**config.mk**
```make
export PLATFORM = sky130hd
export DESIGN_NAME = arp_tx_framer_flat
export DESIGN_NICKNAME = d
export VERILOG_FILES = /design/src/rtl/arp_tx_framer_if.sv /design/src/rtl/arp_tx_framer.sv /design/src/flat_wrapper.sv
export SDC_FILE = /design/constraint.sdc
export NUM_CORES = 1
export LEC_CHECK = 0
export CAP_MARGIN = 5
export CELL_PAD_IN_SITES_DETAIL_PLACEMENT = 1
export CELL_PAD_IN_SITES_GLOBAL_PLACEMENT = 2
export CORE_MARGIN = 4
export CORE_UTILIZATION = 41
export CTS_CLUSTER_DIAMETER = 60
export CTS_CLUSTER_SIZE = 8
export DETAILED_ROUTE_END_ITERATION = 12
export PLACE_DENSITY_LB_ADDON = 0.1
export SLEW_MARGIN = 30
export SYNTH_ARGS = -nofsm -noshare
export SYNTH_HDL_FRONTEND = slang
export SYNTH_SLANG_ARGS = --single-unit
```
**constraint.sdc**
```tcl
create_clock -name clk -period 11.7 [get_ports clk]
set_clock_uncertainty 0.05 [all_clocks]
set_input_delay 1.17 -clock clk [delete_from_list [all_inputs] [get_ports clk]]
set_output_delay 1.17 -clock clk [all_outputs]
set_load 0.005 [all_outputs]
```
**src/rtl/arp_tx_framer_if.sv**
```systemverilog
// Command-port and TX byte-stream bundle for arp_tx_framer.
// The framer is the slave of the command port and the source of the byte stream.
interface arp_tx_framer_if;
  logic [7:0]  i_tx_cmd_addr;
  logic [31:0] i_tx_pkt_data;
  logic        i_tx_pkt_wr;
  logic [31:0] o_tx_pkt_data;
  logic [7:0]  o_tx_data;
  logic        o_tx_valid;
  logic        i_tx_ready;
  logic        o_tx_sop;
  logic        o_tx_eop;
  logic        o_busy;

  // Host/MAC side: issues commands and ready, observes readback and the stream.
  modport master (
    output i_tx_cmd_addr, i_tx_pkt_data, i_tx_pkt_wr, i_tx_ready,
    input  o_tx_pkt_data, o_tx_data, o_tx_valid, o_tx_sop, o_tx_eop, o_busy
  );

  // Framer side.
  modport slave (
    input  i_tx_cmd_addr, i_tx_pkt_data, i_tx_pkt_wr, i_tx_ready,
    output o_tx_pkt_data, o_tx_data, o_tx_valid, o_tx_sop, o_tx_eop, o_busy
  );
endinterface

```
**src/rtl/arp_tx_framer.sv**
```systemverilog
// arp_tx_framer: host-programmed Ethernet+ARP frame generator.
// Fields are written through an address/data port; a START write launches one
// FRAME_LEN-byte frame (no FCS) on a valid/ready byte stream, after which an
// inter-frame gap of IFG_CYCLES clocks is enforced before START is honoured again.
module arp_tx_framer #(
  parameter int FRAME_LEN  = 60,
  parameter int IFG_CYCLES = 12
) (
  input  logic           clk,
  input  logic           rst,
  arp_tx_framer_if.slave bus
);

  localparam int               GAP_W    = (IFG_CYCLES > 1) ? $clog2(IFG_CYCLES) : 1;
  localparam logic [6:0]       LAST_IDX = 7'(FRAME_LEN - 1);
  localparam logic [GAP_W-1:0] GAP_LAST = GAP_W'(IFG_CYCLES - 1);
  localparam logic [GAP_W-1:0] GAP_ONE  = GAP_W'(1);

  localparam logic [7:0] A_DST_LO = 8'h01;
  localparam logic [7:0] A_DST_HI = 8'h02;
  localparam logic [7:0] A_SRC_LO = 8'h03;
  localparam logic [7:0] A_SRC_HI = 8'h04;
  localparam logic [7:0] A_OPER   = 8'h05;
  localparam logic [7:0] A_SHA_LO = 8'h06;
  localparam logic [7:0] A_SHA_HI = 8'h07;
  localparam logic [7:0] A_SPA    = 8'h08;
  localparam logic [7:0] A_THA_LO = 8'h09;
  localparam logic [7:0] A_THA_HI = 8'h0A;
  localparam logic [7:0] A_TPA    = 8'h0B;
  localparam logic [7:0] A_START  = 8'h0C;
  localparam logic [7:0] A_STAT   = 8'h0D;

  typedef enum logic [1:0] {
    S_IDLE = 2'd0,
    S_SEND = 2'd1,
    S_GAP  = 2'd2
  } state_t;

  state_t           r_state;
  logic [6:0]       r_idx;
  logic [GAP_W-1:0] r_gap_cnt;
  logic [15:0]      r_frame_cnt;

  logic [47:0]      r_dst_mac;
  logic [47:0]      r_src_mac;
  logic [1:0]       r_oper;
  logic [47:0]      r_sha;
  logic [31:0]      r_spa;
  logic [47:0]      r_tha;
  logic [31:0]      r_tpa;

  logic [7:0]       r_tx_data;
  logic             r_tx_valid;
  logic             r_tx_sop;
  logic             r_tx_eop;
  logic             r_busy;

  logic             w_idle;
  logic             w_field_wr;
  logic             w_start;
  logic [6:0]       w_next_idx;
  logic [7:0]       w_next_byte;

  // Fields are only writable while idle, so they stay frozen for a whole frame.
  assign w_idle     = (r_state == S_IDLE);
  assign w_field_wr = bus.i_tx_pkt_wr && w_idle;
  assign w_start    = w_field_wr && (bus.i_tx_cmd_addr == A_START) && bus.i_tx_pkt_data[0];
  // Index of the byte to present after the next edge: 0 on launch, idx+1 while sending.
  assign w_next_idx = (r_state == S_SEND) ? (r_idx + 7'd1) : 7'd0;

  assign bus.o_tx_data  = r_tx_data;
  assign bus.o_tx_valid = r_tx_valid;
  assign bus.o_tx_sop   = r_tx_sop;
  assign bus.o_tx_eop   = r_tx_eop;
  assign bus.o_busy     = r_busy;

  // Frame byte selector: header/ARP layout in network order, zero pad beyond byte 41.
  always_comb begin
    w_next_byte = 8'h00;
    case (w_next_idx)
      7'd0:    w_next_byte = r_dst_mac[47:40];
      7'd1:    w_next_byte = r_dst_mac[39:32];
      7'd2:    w_next_byte = r_dst_mac[31:24];
      7'd3:    w_next_byte = r_dst_mac[23:16];
      7'd4:    w_next_byte = r_dst_mac[15:8];
      7'd5:    w_next_byte = r_dst_mac[7:0];
      7'd6:    w_next_byte = r_src_mac[47:40];
      7'd7:    w_next_byte = r_src_mac[39:32];
      7'd8:    w_next_byte = r_src_mac[31:24];
      7'd9:    w_next_byte = r_src_mac[23:16];
      7'd10:   w_next_byte = r_src_mac[15:8];
      7'd11:   w_next_byte = r_src_mac[7:0];
      7'd12:   w_next_byte = 8'h08;
      7'd13:   w_next_byte = 8'h06;
      7'd14:   w_next_byte = 8'h00;
      7'd15:   w_next_byte = 8'h01;
      7'd16:   w_next_byte = 8'h08;
      7'd17:   w_next_byte = 8'h00;
      7'd18:   w_next_byte = 8'h06;
      7'd19:   w_next_byte = 8'h04;
      7'd20:   w_next_byte = 8'h00;
      7'd21:   w_next_byte = {6'd0, r_oper};
      7'd22:   w_next_byte = r_sha[47:40];
      7'd23:   w_next_byte = r_sha[39:32];
      7'd24:   w_next_byte = r_sha[31:24];
      7'd25:   w_next_byte = r_sha[23:16];
      7'd26:   w_next_byte = r_sha[15:8];
      7'd27:   w_next_byte = r_sha[7:0];
      7'd28:   w_next_byte = r_spa[31:24];
      7'd29:   w_next_byte = r_spa[23:16];
      7'd30:   w_next_byte = r_spa[15:8];
      7'd31:   w_next_byte = r_spa[7:0];
      7'd32:   w_next_byte = r_tha[47:40];
      7'd33:   w_next_byte = r_tha[39:32];
      7'd34:   w_next_byte = r_tha[31:24];
      7'd35:   w_next_byte = r_tha[23:16];
      7'd36:   w_next_byte = r_tha[15:8];
      7'd37:   w_next_byte = r_tha[7:0];
      7'd38:   w_next_byte = r_tpa[31:24];
      7'd39:   w_next_byte = r_tpa[23:16];
      7'd40:   w_next_byte = r_tpa[15:8];
      7'd41:   w_next_byte = r_tpa[7:0];
      default: w_next_byte = 8'h00;
    endcase
  end

  // Field registers: loaded from the command port while idle, cleared by reset.
  always_ff @(posedge clk or posedge rst) begin
    if (rst) begin
      r_dst_mac <= 48'd0;
      r_src_mac <= 48'd0;
      r_oper    <= 2'd0;
      r_sha     <= 48'd0;
      r_spa     <= 32'd0;
      r_tha     <= 48'd0;
      r_tpa     <= 32'd0;
    end else if (w_field_wr) begin
      case (bus.i_tx_cmd_addr)
        A_DST_LO: r_dst_mac[31:0]  <= bus.i_tx_pkt_data;
        A_DST_HI: r_dst_mac[47:32] <= bus.i_tx_pkt_data[15:0];
        A_SRC_LO: r_src_mac[31:0]  <= bus.i_tx_pkt_data;
        A_SRC_HI: r_src_mac[47:32] <= bus.i_tx_pkt_data[15:0];
        A_OPER:   r_oper           <= bus.i_tx_pkt_data[1:0];
        A_SHA_LO: r_sha[31:0]      <= bus.i_tx_pkt_data;
        A_SHA_HI: r_sha[47:32]     <= bus.i_tx_pkt_data[15:0];
        A_SPA:    r_spa            <= bus.i_tx_pkt_data;
        A_THA_LO: r_tha[31:0]      <= bus.i_tx_pkt_data;
        A_THA_HI: r_tha[47:32]     <= bus.i_tx_pkt_data[15:0];
        A_TPA:    r_tpa            <= bus.i_tx_pkt_data;
        default:  ;
      endcase
    end
  end

  // Frame sequencer: launch on START, advance on each accepted byte, then hold off for the gap.
  always_ff @(posedge clk or posedge rst) begin
    if (rst) begin
      r_state     <= S_IDLE;
      r_idx       <= 7'd0;
      r_gap_cnt   <= '0;
      r_frame_cnt <= 16'd0;
      r_tx_data   <= 8'h00;
      r_tx_valid  <= 1'b0;
      r_tx_sop    <= 1'b0;
      r_tx_eop    <= 1'b0;
      r_busy      <= 1'b0;
    end else begin
      case (r_state)
        S_IDLE: begin
          if (w_start) begin
            r_state    <= S_SEND;
            r_idx      <= 7'd0;
            r_tx_data  <= w_next_byte;
            r_tx_valid <= 1'b1;
            r_tx_sop   <= 1'b1;
            r_tx_eop   <= 1'b0;
            r_busy     <= 1'b1;
          end
        end
        S_SEND: begin
          // Valid is held high throughout SEND, so acceptance is just ready.
          if (bus.i_tx_ready) begin
            if (r_idx == LAST_IDX) begin
              r_state     <= S_GAP;
              r_idx       <= 7'd0;
              r_gap_cnt   <= '0;
              r_frame_cnt <= r_frame_cnt + 16'd1;
              r_tx_data   <= 8'h00;
              r_tx_valid  <= 1'b0;
              r_tx_sop    <= 1'b0;
              r_tx_eop    <= 1'b0;
            end else begin
              r_idx     <= w_next_idx;
              r_tx_data <= w_next_byte;
              r_tx_sop  <= 1'b0;
              r_tx_eop  <= (w_next_idx == LAST_IDX);
            end
          end
        end
        S_GAP: begin
          if (r_gap_cnt == GAP_LAST) begin
            r_state   <= S_IDLE;
            r_gap_cnt <= '0;
            r_busy    <= 1'b0;
          end else begin
            r_gap_cnt <= r_gap_cnt + GAP_ONE;
          end
        end
        default: begin
          r_state    <= S_IDLE;
          r_idx      <= 7'd0;
          r_gap_cnt  <= '0;
          r_tx_data  <= 8'h00;
          r_tx_valid <= 1'b0;
          r_tx_sop   <= 1'b0;
          r_tx_eop   <= 1'b0;
          r_busy     <= 1'b0;
        end
      endcase
    end
  end

  // Readback mux: same packing as the RX status block, upper bits zero.
  always_comb begin
    bus.o_tx_pkt_data = 32'd0;
    case (bus.i_tx_cmd_addr)
      A_DST_LO: bus.o_tx_pkt_data = r_dst_mac[31:0];
      A_DST_HI: bus.o_tx_pkt_data = {16'd0, r_dst_mac[47:32]};
      A_SRC_LO: bus.o_tx_pkt_data = r_src_mac[31:0];
      A_SRC_HI: bus.o_tx_pkt_data = {16'd0, r_src_mac[47:32]};
      A_OPER:   bus.o_tx_pkt_data = {30'd0, r_oper};
      A_SHA_LO: bus.o_tx_pkt_data = r_sha[31:0];
      A_SHA_HI: bus.o_tx_pkt_data = {16'd0, r_sha[47:32]};
      A_SPA:    bus.o_tx_pkt_data = r_spa;
      A_THA_LO: bus.o_tx_pkt_data = r_tha[31:0];
      A_THA_HI: bus.o_tx_pkt_data = {16'd0, r_tha[47:32]};
      A_TPA:    bus.o_tx_pkt_data = r_tpa;
      A_STAT:   bus.o_tx_pkt_data = {15'd0, r_busy, r_frame_cnt};
      default:  bus.o_tx_pkt_data = 32'd0;
    endcase
  end

endmodule

```
**src/flat_wrapper.sv**
```systemverilog
// flat-port wrapper written by rule: the top's interface ports become plain ports
module arp_tx_framer_flat 
#(
  parameter int FRAME_LEN  = 60,
  parameter int IFG_CYCLES = 12
)
  (clk, rst, bus_i_tx_cmd_addr, bus_i_tx_pkt_data, bus_i_tx_pkt_wr, bus_i_tx_ready, bus_o_tx_pkt_data, bus_o_tx_data, bus_o_tx_valid, bus_o_tx_sop, bus_o_tx_eop, bus_o_busy);
  arp_tx_framer_if bus_i ();
  input  logic clk;
  input  logic rst;
  input wire logic [$bits(bus_i.i_tx_cmd_addr)-1:0] bus_i_tx_cmd_addr;
  input wire logic [$bits(bus_i.i_tx_pkt_data)-1:0] bus_i_tx_pkt_data;
  input wire logic [$bits(bus_i.i_tx_pkt_wr)-1:0] bus_i_tx_pkt_wr;
  input wire logic [$bits(bus_i.i_tx_ready)-1:0] bus_i_tx_ready;
  output wire logic [$bits(bus_i.o_tx_pkt_data)-1:0] bus_o_tx_pkt_data;
  output wire logic [$bits(bus_i.o_tx_data)-1:0] bus_o_tx_data;
  output wire logic [$bits(bus_i.o_tx_valid)-1:0] bus_o_tx_valid;
  output wire logic [$bits(bus_i.o_tx_sop)-1:0] bus_o_tx_sop;
  output wire logic [$bits(bus_i.o_tx_eop)-1:0] bus_o_tx_eop;
  output wire logic [$bits(bus_i.o_busy)-1:0] bus_o_busy;
  assign bus_i.i_tx_cmd_addr = bus_i_tx_cmd_addr;
  assign bus_i.i_tx_pkt_data = bus_i_tx_pkt_data;
  assign bus_i.i_tx_pkt_wr = bus_i_tx_pkt_wr;
  assign bus_i.i_tx_ready = bus_i_tx_ready;
  assign bus_o_tx_pkt_data = bus_i.o_tx_pkt_data;
  assign bus_o_tx_data = bus_i.o_tx_data;
  assign bus_o_tx_valid = bus_i.o_tx_valid;
  assign bus_o_tx_sop = bus_i.o_tx_sop;
  assign bus_o_tx_eop = bus_i.o_tx_eop;
  assign bus_o_busy = bus_i.o_busy;
  arp_tx_framer #(.FRAME_LEN(FRAME_LEN), .IFG_CYCLES(IFG_CYCLES)) u_core (.clk(clk), .rst(rst), .bus(bus_i));
endmodule
```
Word level (Yosys, flattened, before mapping) --
Index checks and enable logic that the tools add are counted.
Word-level totals: output and inout bits 44, bits in registers 299, input port bits 44
Operators by class: add/subtract/negate cells 3, reductions and logical operators 24, equal/unequal tests 60, mux-type cells 32, bitwise operators 3
Operators by type and width (count):
- 32-bit one-hot mux with 12 select lines | 1
- 8-bit one-hot mux with 37 select lines | 1
- 7-bit by 5-bit == test with 1-bit output, second input constant | 14
- 7-bit by 6-bit == test with 1-bit output, second input constant | 12
- 7-bit by 4-bit == test with 1-bit output, second input constant | 7
- 8-bit by 4-bit == test with 1-bit output, second input constant | 6
- 8-bit by 3-bit == test with 1-bit output, second input constant | 4
- 7-bit by 3-bit == test with 1-bit output, second input constant | 4
- 7-bit two-way mux | 4
- 8-bit two-way mux | 3
- 8-bit one-hot mux with 3 select lines | 1
- 2-bit AND reduction | 11
- 7-bit one-hot mux with 3 select lines | 1
- 16-bit by 1-bit adder with 16-bit output, second input constant | 1
- 8-bit by 2-bit == test with 1-bit output, second input constant | 2
- 7-bit by 2-bit == test with 1-bit output, second input constant | 2
- 4-bit two-way mux | 3
- 1-bit one-hot mux with 3 select lines | 4
- 4-bit one-hot mux with 3 select lines | 1
- 3-bit AND reduction | 4
- 8-bit by 1-bit == test with 1-bit output, second input constant | 1
- 1-bit two-way mux | 8
- 2-bit two-way mux | 4
- 4-bit AND reduction | 2
- other kinds (14) | 21

Logic depth before layout (Yosys ltp) --
word-level depth 8, gate-level depth with buffers 13

Least setup slack after synthesis --
No wires, ideal clock.
kind in2out, from input port bus_i_tx_cmd_addr[5], to output port bus_o_tx_pkt_data[24], path slack 7619 ps, stages on the path 7, arrival time 2861 ps, cells stage by stage nor4_1 -> nand3b_1 -> nor2_1 -> clkbuf_1 -> buf_1 -> a22oi_1 -> nand3_1
Between the ends: cells in the longest elaborated chain, start to end 2, elaborated cells on any way between the ends 13, those cells by class eq/ne: 12; mux: 1
RTL lines:
- start: declaration | RTL line flat_wrapper.sv:11 | input wire logic [$bits(bus_i.i_tx_cmd_addr)-1:0] bus_i_tx_cmd_addr;
- 8-bit by 4-bit == test with 1-bit output (tied with other cells) | RTL line arp_tx_framer.sv:226 | case (bus.i_tx_cmd_addr)
- 32-bit one-hot mux with 12 select lines * | RTL line arp_tx_framer.sv:226
- end: declaration | RTL line flat_wrapper.sv:15 | output wire logic [$bits(bus_i.o_tx_pkt_data)-1:0] bus_o_tx_pkt_data;
Every way passes the cells marked *; elsewhere a longest branch is shown, timed or not.

Worst setup path in the final report --
from input port bus_i_tx_cmd_addr[5], to output port bus_o_tx_pkt_data[1]
Same word-level chain as after synthesis.

==> metrics.cfg <==
[detailed_routing]
ant_nets=0
first_iter_violations=1553
drc=0
wl_um=69200
wl_per_cell_um=35.2
routed_via_density=6.81
firstDrtPassIters=6
route.vias.total=13400

[cells_and_area]
syn_to_final_growth_pct=16.9
fin_util_pct=48.6
final_cells=1968
layout-drive-gt1-share_pct=28.4
seq_area_mm2=0.00748
fillers=3953
design_area_mm2=0.0184
multi_input_area_mm2=0.00780
final_nets=1496

[placement]
gp_congestion=0.947
dp_hpwl_um=45700
port-buffer-count=87
dpl.cell_count=1914
dpl_cell_area_mm2=0.0172

[worst_setup_path]
end_kind=output port
crit_required_ns=10.48
worstSetupPathType=primary input to output port
crit_fanout=23
critPathLaunchType=primary input
cp.arrival_ns=4.60

[synthesis]
yosysSeqAreaShare_pct=47.7
ys_warn_count=0
synthDominantCellAreaShare_pct=47.7
synth_area_leaders=dfrtp_1, mux2_2, a22oi_1, nand2_1, a222oi_1
synth_cells=1385
async_flop_share_pct=100
synth.ff_latch_count=299
synth.distinct_cells=79
syn_area_per_cell_um2=11.3
synthesis.area_mm2=0.0157
synth_ff_type=dfrtp_1
synthesis.nets=1432
yosysTopAreaCell=dfrtp_1
synth_edf_count=0

[power_and_ir_drop]
switching_share_pct=24.8
seqPwrFrac_pct=46.4
leakagePower_uw=0.00808
intPower_uw=1830
power_density_mw_per_mm2=132
ir_drop_mv=0.0950
p_comb_share_pct=5.6
pwr-share-clk_pct=48.0
p_sw_uw=602

[floorplanning]
ioPinCount=88
design.die.area_mm2=0.0415
placementRows=71
die_w_um=204
core-area_mm2=0.0378
chipHeight_um=204
initial_core_util_pct=41.6

[timing]
worst_pin_slew_ns=1.11
fin_crit_ns=5.82
setup_tns_ns=0
finalHoldViolations=0
fmax_mhz=172
relSlewSlack_pct=25.9
slew_viol_final=0
fin_crit_sh_pct=49.8
rsz0062_at_grt=false
finalSetupViolations=0
worst_hold_slack_ns=0.422

[grt]
grt_usage_pct=33.0
grt_pass1_wl_um=100000
grt_pass1_vias=14100
gr-total-overflow=0
grt_max_degree=103
antenna_found_initial=0

[cts]
postCtsHoldBufs=0
tritoncts=yes
clkTransAtPathRegs_ns=0.05
cts_setup_buffers=0
htreeDepth=2
clock_latency_ns=0.57
cts.sinks=299
cts_resized=0
cts_root_buf=clkbuf_16
cts_buffer_depth=3
numCtsBuffers=44

[job]
maxCapViolCount=0

[status]
status=finished, final reports clean

[min_path]
hold_class=register to register

==> placed cells by master (no fill, tap or decap), drive strengths merged, types with 23 or more instances in the layout <==
cell type and instances:
mux2 267, a21oi 38, nor2 60, nand3 52, nand4 23, clkdlybuf4s50 87
nand2 96, o21ai 36, clkbuf 51, a222oi 32, a221oi 25, buf 44
a22oi 123, dfrtp 299
==> Yosys cell counts (13+ instances only) <==
cell type	n
nor3_1	13
o21ai_0	30
a31oi_1	14
dfrtp_1	299
nor2_1	53
mux2_2	266
a221oi_1	25
nand2_1	94
a22o_1	22
a22oi_1	118
xnor2_1	13
clkbuf_1	42
buf_1	29
buf_2	36
nand3_1	50
a222oi_1	32
a21oi_1	37
nand4_1	23
==> cell families (layout without fill, tap and decap cells) <==
logic type	count (synthesis)	in the layout	share of synthesized area, %
other	0	1	0
muxes	278	278	19.9
adders and majority gates	3	3	0.239
DFF	299	299	47.7
buffers and inverters	119	190	3.37
AOI/OAI and AO/OA	349	349	17.1
xor gates and xnor gates	24	24	1.48
and+or+nand+nor	313	313	10.3
==> per-layer routing <==
layer | up-vias | track usage [%] | share of wire [%]
met1 | 7041 | 42.0 | 40
met3 | 232 | 8.59 | 8.0
met2 | 700 | 51.5 | 46
li1 | 5434 | - | -
met5 | - | 0 | 0
met4 | 0 | 17.9 | 6.1
==> stage by stage <==
stage               total power, µW  worst slack [ns]
floorplan                      1200              2.22
global placement               1270              5.94
detailed placement             1280              5.90
CTS                            2440              5.89
global route                   2500              5.78
finish                         2430              5.88
==> area by class of cell <==
type,count,area share [%]
tap,511,3.48
antenna,1,0.0136
clock buffer,51,6.37
inverter,6,0.164
multi-input combinational,967,42.5
timing repair buffer,131,6.58
clock inverter,2,0.150
sequential,299,40.8
==> final timing paths <==
check | cells past startpoint | to | startpoint | slack, ns
worst min-delay path | 2 | u_core.bus.o_tx_sop$_DFFE_PP0P_ | u_core.bus.o_tx_sop$_DFFE_PP0P_ | 0.42
min in group asynchronous | 2 | u_core.r_frame_cnt[12]$_DFFE_PP0P_ | rst | 1.04
worst max-delay path | 9 | bus_o_tx_pkt_data[1] | bus_i_tx_cmd_addr[5] | 5.88
worst max register to register | 10 | u_core.bus.o_tx_data[3]$_DFFE_PP0P_ | u_core.r_idx[1]$_DFFE_PP0P_ | 6.94
worst min register to register | 2 | u_core.bus.o_tx_sop$_DFFE_PP0P_ | u_core.bus.o_tx_sop$_DFFE_PP0P_ | 0.42
max in group asynchronous | 4 | u_core.r_sha[11]$_DFFE_PP0P_ | rst | 8.58
==> worst max-delay path, stage by stage <==
cell,delay (ns)
clkdlybuf4s50_1,0.40
nor4_1,0.54
nand2_1,0.15
or2_1,0.45
nor2_4,0.81
a22o_1,0.26
a221oi_1,0.05
nand3_1,0.20
clkdlybuf4s50_1,0.53
==> flip-flops by register name (all words and copies together), names as in the netlist <==
register and count:
u_core.bus.o_tx_valid 1, u_core.r_spa 32, u_core.r_sha 48, u_core.r_oper 2, u_core.bus.o_tx_sop 1, u_core.r_gap_cnt 4, u_core.r_src_mac 48, u_core.r_state 2
u_core.r_tha 48, u_core.r_dst_mac 48, u_core.r_idx 7, u_core.r_frame_cnt 16, u_core.bus.o_tx_data 8, u_core.bus.o_tx_eop 1, u_core.r_tpa 32, u_core.bus.o_busy 1
==> power by group through the flow <==
| stage | sequential, µW | combinational (µW) | clock (µW) |
|---|---|---|---|
| after floorplan | 1120 | 82.2 | 0 |
| after global placement | 1140 | 133 | 0 |
| after detailed placement | 1140 | 137 | 0 |
| after CTS | 1130 | 138 | 1180 |
| after global routing | 1130 | 149 | 1220 |
| final | 1130 | 137 | 1170 |
No activity file was read; power rests on OpenSTA's default activity.
